### src/rtl/usart_pkg.sv
// usart_pkg: shared receiver FSM states, oversampling ratios and majority sample points
package usart_pkg;
    typedef enum logic [1:0] {IDLE, START, DATA, STOP} rx_state_e;
    localparam int OS16_N  = 16;
    localparam int OS16_S0 = 7;
    localparam int OS16_S1 = 8;
    localparam int OS16_S2 = 9;
    localparam int OS8_N   = 8;
    localparam int OS8_S0  = 3;
    localparam int OS8_S1  = 4;
    localparam int OS8_S2  = 5;
endpackage

### src/rtl/usart_rx_if.sv
// usart_rx_if: host-side read port and status flags of the receiver
interface usart_rx_if #(parameter int DATA_W = 8);
    logic              i_RD;
    logic [DATA_W-1:0] o_RXDATA;
    logic              o_RXNE;
    logic              o_FE;
    logic              o_NE;
    logic              o_ORE;
    logic              o_BUSY;
    modport master (output i_RD, input o_RXDATA, o_RXNE, o_FE, o_NE, o_ORE, o_BUSY);
    modport slave  (input i_RD, output o_RXDATA, o_RXNE, o_FE, o_NE, o_ORE, o_BUSY);
endinterface

### src/rtl/usart_rx_sync.sv
// usart_rx_sync: SYNC_STAGES flop chain for an asynchronous input, resets to idle-high
module usart_rx_sync #(
    parameter int SYNC_STAGES = 2
) (
    input  logic i_CLK,
    input  logic i_RST_B,
    input  logic i_D,
    output logic o_Q
);
    logic [SYNC_STAGES-1:0] r_q;
    always_ff @(posedge i_CLK or negedge i_RST_B)
        if (!i_RST_B) r_q <= '1;
        else          r_q <= {r_q[SYNC_STAGES-2:0], i_D};
    assign o_Q = r_q[SYNC_STAGES-1];
endmodule

### src/rtl/usart_rx.sv
// usart_rx: oversampling async serial receiver, 8N1-style frames with
// 3-sample majority voting, framing/noise/overrun flags and a one-deep data register
module usart_rx import usart_pkg::*; #(
    parameter int DATA_W      = 8,
    parameter int SYNC_STAGES = 2
) (
    input  logic      i_CLK,
    input  logic      i_RST_B,
    input  logic      i_BRGCLK,
    input  logic      i_OVER8,
    input  logic      i_RX,
    usart_rx_if.slave bus
);
    localparam int BW = (DATA_W > 1) ? $clog2(DATA_W) : 1;
    rx_state_e         r_state, w_next;
    logic              w_rxs, r_prev, r_over8, r_s0, r_s1, r_noise, r_busy;
    logic [3:0]        r_cnt, w_last, w_s0, w_s1, w_s2;
    logic [BW-1:0]     r_bitn;
    logic [DATA_W-1:0] r_shift, r_data;
    logic              r_rxne, r_fe, r_ne, r_ore;
    logic              w_start, w_at_s2, w_at_last, w_maj, w_noisy, w_done;

    usart_rx_sync #(.SYNC_STAGES(SYNC_STAGES)) u_sync (
        .i_CLK   (i_CLK),
        .i_RST_B (i_RST_B),
        .i_D     (i_RX),
        .o_Q     (w_rxs)
    );

    assign w_last = r_over8 ? 4'(OS8_N - 1) : 4'(OS16_N - 1);
    assign w_s0   = r_over8 ? 4'(OS8_S0)    : 4'(OS16_S0);
    assign w_s1   = r_over8 ? 4'(OS8_S1)    : 4'(OS16_S1);
    assign w_s2   = r_over8 ? 4'(OS8_S2)    : 4'(OS16_S2);

    always_ff @(posedge i_CLK or negedge i_RST_B)
        if (!i_RST_B) begin
            r_state <= IDLE;
            r_busy  <= 1'b0;
        end else begin
            r_state <= w_next;
            r_busy  <= w_next != IDLE;
        end

    always_comb begin
        w_next = r_state;
        case (r_state)
            IDLE:    if (w_start) w_next = START;
            START:   if (w_at_s2 && w_maj) w_next = IDLE;
                     else if (w_at_last) w_next = DATA;
            DATA:    if (w_at_last && r_bitn == BW'(DATA_W - 1)) w_next = STOP;
            STOP:    if (w_at_s2) w_next = IDLE;
            default: w_next = IDLE;
        endcase
    end

    // third sample is the live synchronised value, the first two are held
    always_comb begin
        w_start   = i_BRGCLK && r_state == IDLE && r_prev && !w_rxs;
        w_at_s2   = i_BRGCLK && r_state != IDLE && r_cnt == w_s2;
        w_at_last = i_BRGCLK && r_state != IDLE && r_cnt == w_last;
        w_maj     = (r_s0 & r_s1) | (r_s0 & w_rxs) | (r_s1 & w_rxs);
        w_noisy   = (r_s0 | r_s1 | w_rxs) && !(r_s0 & r_s1 & w_rxs);
        w_done    = w_at_s2 && r_state == STOP;
    end

    // r_prev resets low so a line held low through reset never looks like a start edge
    always_ff @(posedge i_CLK or negedge i_RST_B)
        if (!i_RST_B) begin
            r_prev  <= 1'b0;
            r_over8 <= 1'b0;
            r_cnt   <= '0;
            r_bitn  <= '0;
            r_s0    <= 1'b0;
            r_s1    <= 1'b0;
            r_noise <= 1'b0;
            r_shift <= '0;
        end else begin
            if (i_BRGCLK) r_prev <= w_rxs;
            if (w_start) begin
                r_over8 <= i_OVER8;
                r_cnt   <= 4'd1;
                r_bitn  <= '0;
                r_noise <= 1'b0;
            end else if (i_BRGCLK && r_state != IDLE) begin
                r_cnt <= w_at_last ? 4'd0 : r_cnt + 4'd1;
                if (r_cnt == w_s0) r_s0 <= w_rxs;
                if (r_cnt == w_s1) r_s1 <= w_rxs;
                if (w_at_s2 && w_noisy) r_noise <= 1'b1;
                if (w_at_s2 && r_state == DATA) r_shift <= {w_maj, r_shift[DATA_W-1:1]};
                if (w_at_last && r_state == DATA) r_bitn <= r_bitn + BW'(1);
            end
        end

    always_ff @(posedge i_CLK or negedge i_RST_B)
        if (!i_RST_B) begin
            r_data <= '0;
            r_rxne <= 1'b0;
            r_fe   <= 1'b0;
            r_ne   <= 1'b0;
            r_ore  <= 1'b0;
        end else if (w_done && (!r_rxne || bus.i_RD)) begin
            r_data <= r_shift;
            r_rxne <= 1'b1;
            r_fe   <= !w_maj;
            r_ne   <= r_noise | w_noisy;
            r_ore  <= 1'b0;
        end else if (w_done) begin
            r_ore  <= 1'b1;
        end else if (bus.i_RD) begin
            r_rxne <= 1'b0;
            r_fe   <= 1'b0;
            r_ne   <= 1'b0;
            r_ore  <= 1'b0;
        end

    assign bus.o_RXDATA = r_data;
    assign bus.o_RXNE   = r_rxne;
    assign bus.o_FE     = r_fe;
    assign bus.o_NE     = r_ne;
    assign bus.o_ORE    = r_ore;
    assign bus.o_BUSY   = r_busy;
endmodule

### src/flat_wrapper.sv
// flat-port wrapper written by rule: the top's interface ports become plain ports
module usart_rx_flat import usart_pkg::*;
#(
    parameter int DATA_W      = 8,
    parameter int SYNC_STAGES = 2
)
  (i_CLK, i_RST_B, i_BRGCLK, i_OVER8, i_RX, bus_i_RD, bus_o_RXDATA, bus_o_RXNE, bus_o_FE, bus_o_NE, bus_o_ORE, bus_o_BUSY);
  usart_rx_if #(.DATA_W(DATA_W)) bus_i ();
  input  logic i_CLK;
  input  logic i_RST_B;
  input  logic i_BRGCLK;
  input  logic i_OVER8;
  input  logic i_RX;
  input wire logic [$bits(bus_i.i_RD)-1:0] bus_i_RD;
  output wire logic [$bits(bus_i.o_RXDATA)-1:0] bus_o_RXDATA;
  output wire logic [$bits(bus_i.o_RXNE)-1:0] bus_o_RXNE;
  output wire logic [$bits(bus_i.o_FE)-1:0] bus_o_FE;
  output wire logic [$bits(bus_i.o_NE)-1:0] bus_o_NE;
  output wire logic [$bits(bus_i.o_ORE)-1:0] bus_o_ORE;
  output wire logic [$bits(bus_i.o_BUSY)-1:0] bus_o_BUSY;
  assign bus_i.i_RD = bus_i_RD;
  assign bus_o_RXDATA = bus_i.o_RXDATA;
  assign bus_o_RXNE = bus_i.o_RXNE;
  assign bus_o_FE = bus_i.o_FE;
  assign bus_o_NE = bus_i.o_NE;
  assign bus_o_ORE = bus_i.o_ORE;
  assign bus_o_BUSY = bus_i.o_BUSY;
  usart_rx #(.DATA_W(DATA_W), .SYNC_STAGES(SYNC_STAGES)) u_core (.i_CLK(i_CLK), .i_RST_B(i_RST_B), .i_BRGCLK(i_BRGCLK), .i_OVER8(i_OVER8), .i_RX(i_RX), .bus(bus_i));
endmodule
### config.mk
export PLATFORM = sky130hd
export DESIGN_NAME = usart_rx_flat
export DESIGN_NICKNAME = d
export VERILOG_FILES = /design/src/rtl/usart_pkg.sv /design/src/rtl/usart_rx_if.sv /design/src/rtl/usart_rx_sync.sv /design/src/rtl/usart_rx.sv /design/src/flat_wrapper.sv
export SDC_FILE = /design/constraint.sdc
export NUM_CORES = 1
export LEC_CHECK = 0
export ABC_AREA = 1
export CORE_AREA = 5 5 72 74
export CTS_CLUSTER_DIAMETER = 200
export DETAILED_ROUTE_END_ITERATION = 10
export DIE_AREA = 0 0 77 79
export PLACE_DENSITY = 0.63
export SLEW_MARGIN = 30
export SYNTH_ARGS = -nofsm -noshare
export SYNTH_HDL_FRONTEND = slang
export SYNTH_HIERARCHICAL = 1
export SYNTH_SLANG_ARGS = --single-unit
### constraint.sdc
create_clock -name i_CLK -period 1.85 [get_ports i_CLK]
set_input_delay 0.2775 -clock i_CLK [delete_from_list [all_inputs] [get_ports i_CLK]]
set_output_delay 0.2775 -clock i_CLK [all_outputs]
set_load 0.005 [all_outputs]
==> results.md <==
- Placed instance count: 255
- Most used standard cell by instance count after synthesis: nand2_1
- Number of nets produced by synthesis: 193
- Proportion of synthesized chip area in sequential cells: 54.0%
- Buffers added on ports: 18
- Startpoint of the most critical register-to-register path: u_core/r_cnt[1]
- Starting density of the core: 37.9%
- Finish-stage setup viols: 0
- Number of max-cap violations: 0
- Rel. slew slack: 71.9%
- Number of nets in the layout: 220
- Number of flops mapped to enable cells by yosys: 0
- R2R Path End: u_core/bus.o_RXDATA[3]
- Timing-limited maximum frequency: 666 MHz
- Largest net degree at the start of global routing: 21
- Number of clock buffers inserted by TritonCTS: 5
- Share of cells above drive strength 1: 18.6%
- Placement Rows: 25
- Worst VDD drop: 0.451 mV
- Class of the tightest hold or removal check: reg -> reg
- Number of hold buffers added after CTS: 1
- List of most frequent post-synthesis cells: nand2_1, dfrtp_1, inv_1
- Fraction of registers with async set/reset: 100%
- First DRT Iteration DRCs: 76
- Residual overflow from global routing: 0
- First-pass GRT wire length: 5.26 mm
- Required time of the worst setup path: 2.03 ns
- Number of detailed-route iterations in the first pass: 4
- DPL Wire Length: 2.19 mm
- Final Util: 46.5%
- Category of the most critical setup path: reg -> reg
- Clock tree sinks: 37
- Routability congestion estimate from global placement: 0.862
- Most frequently used flop master after synthesis: dfrtp_1
- Smallest setup slack after layout: 0.348 ns
- All-layer global routing usage: 10.7%
- CTS max path bufs: 2
- Cell taking the most area after synthesis: dfrtp_1
- Reg clk slew, reported paths: 0.07 ns
- Tightest Pin Transition: 0.421 ns
- Number of standard cells in the layout, taps in and fillers out: 264
- Number of global-route vias before repair: 1,206
- Data arrival time of the critical path: 1.68 ns
- Portion of total power attributed to the clock network: 25.3%
- Unrepaired setup endpoints after global routing: false
- Sw Pwr: 0.971 mW
- Via Count: 1,218
- Clock latency on the worst-skew pair: 0.28 ns
- Synthesized area divided by synthesized cell count: 9.45 um2
- Gates resized, CTS repair: 0
- Initial antenna violation count: 0
- Relative contribution of sequential cells to total power: 43.5%
- Remaining number of nets flagged by the antenna check after routing: 0
- Capturing instance or port of the critical path: u_core/bus.o_RXDATA[3]
- Routed wire length: 2.95 mm
- Post-Route Setup TNS: 0 ns
- Pre-CTS setup slack: 0.125 ns
- Number of warnings printed during yosys synthesis: 6
- Cell area after technology mapping: 0.00172 mm2
- Post-synthesis to final-layout area growth: 22.7%
- Post-Syn Instances: 182
- R2R setup slack: 0.35 ns
- Finished layout cell area: 0.00211 mm2
- Setup skew after layout: 0.00612 ns
- Element type at the critical path start: flip-flop
- Share of the clock period used by the worst path: 81.2%
- Max Slew Vio Count: 0
- P_leak: 1.01 nW
- Synthesis-stage register bit count: 37
- TritonCTS clock tree: built
- Clk Tree Root Cell: clkbuf_8
- Area fraction of the dominant cell type after synthesis: 50.9%
- Post-route total power: 2.81 mW
- Detail-routed net length per standard cell: 11.2 um
- Cell area after placement: 0.00198 mm2
- Detailed-route DRC error count: 0
- Post-CTS setup buffer count: 0
- Power per unit of standard cell area: 1330 mW/mm2
- Status: completed
- Final hold violations: 0
- Maximum level of the CTS H-tree: 2
- Antenna Cells: 0
- Die Ht: 79 um
- Maximum fanout encountered on the critical timing path: 20
- Combinational power share: 31.2%
- Clock period minus final worst setup slack: 1.50 ns
- Avg Vias per Cell: 4.61
- Core outline area: 0.00454 mm2
- Synth cell types: 26
- I/O pin count: 19
- Floorplan die area: 0.00608 mm2
- Fin Hold WS: 0.357 ns
- Crit path launch: u_core/r_cnt[1]
- Horizontal extent of the die: 77 um
- Switch share: 34.6%
- Critical path capture point type: flip-flop
- Top cells by area, synth: dfrtp_1, nand2_1, o21ai_2
- Logic depth of the worst register-to-register path: 10
- Cell internal power dissipation: 1.84 mW
## critical path: stages (launching register included)
cell	delay (ns)
dfrtp_1	0.40
inv_1	0.12
ha_1	0.17
inv_1	0.06
nor2_4	0.12
nand2_4	0.08
inv_4	0.07
nand3_2	0.07
buf_12	0.17
nand2_1	0.08
o21ai_2	0.05
## logic make-up after synthesis
group / Yosys count / share of synthesized area [%]
xor gates and xnor gates: 1 / 0.509
adders and majority gates: 5 / 3.64
and+or+nand+nor: 76 / 21.3
AOI/OAI and AO/OA: 33 / 12.6
buffers and inverters: 30 / 8.00
DFF: 37 / 54.0
## how the worst min path moves through the flow
| stage | startpoint | to | slack [ns] | depth (start not counted) |
|---|---|---|---|---|
| final | u_core/u_sync/r_q[0] | u_core/u_sync/r_q[1] | 0.36 | 0 |
| after global routing | u_core/u_sync/r_q[0] | u_core/u_sync/r_q[1] | 0.37 | 0 |
| after detailed placement | i_RST_B | u_core/bus.o_RXDATA[1] | 0.24 | 1 |
| after global placement | i_RST_B | u_core/bus.o_RXDATA[1] | 0.24 | 1 |
| after floorplan | i_RST_B | u_core/bus.o_BUSY | -0.02 | 0 |
| after CTS | u_core/u_sync/r_q[0] | u_core/u_sync/r_q[1] | 0.36 | 0 |
## power groups by stage
stage / Clock (mW) / Sequential [mW] / Combinational (mW)
after floorplan: 0 / 1.20 / 0.648
after global placement: 0 / 1.23 / 0.869
after detailed placement: 0 / 1.23 / 0.880
after CTS: 0.740 / 1.22 / 0.887
after global routing: 0.766 / 1.25 / 1.01
final: 0.710 / 1.22 / 0.878
## placed cells by master (no fill, tap or decap), types with 2 or more instances in the layout
cell type / instances
o21ai_2: 11
nand2_1: 41
clkbuf_8: 6
nand2_2: 3
a21oi_1: 3
ha_1: 5
nor2_4: 3
nor2_1: 12
nand3_2: 3
buf_4: 2
inv_1: 24
buf_12: 2
o21ai_0: 15
dfrtp_1: 35
nand3_1: 6
dfstp_2: 2
clkdlybuf4s50_1: 17
nand4_1: 4
inv_2: 2
## sequential cells by signal (all words and copies together) (netlist names)
register             flops
u_core/r_shift           8
u_core/r_prev            1
u_core/r_cnt             4
u_core/r_bitn            3
u_core/bus.o_RXDATA      8
u_core/u_sync/r_q        2
u_core/bus.o_BUSY        1
u_core/bus.o_FE          1
u_core/r_state           2
u_core/r_s1              1
u_core/bus.o_ORE         1
u_core/r_s0              1
u_core/r_over8           1
u_core/r_noise           1
u_core/bus.o_RXNE        1
u_core/bus.o_NE          1
## layer usage
layer / vias to the layer above / part of all wire, % / track usage, % / wire length, um
met2: 25 / 43 / 17.0 / 1270
met1: 551 / 50 / 13.4 / 1470
met5: - / 0 / 0 / 0
met4: 0 / 2.2 / 4.64 / 64
met3: 6 / 5.0 / 3.51 / 147
li1: 636 / - / - / -
## cell type report
type	instances	area (um2)
Multi-Input combinational cell	115	654
Tap cell	54	67.6
Clock inverter	1	30.0
Timing Repair Buffer	23	240
Sequential cell	37	928
Inverter	27	104
Clock buffer	7	86.3
Fill cell	429	2420
No activity file was read; power rests on OpenSTA's default activity.
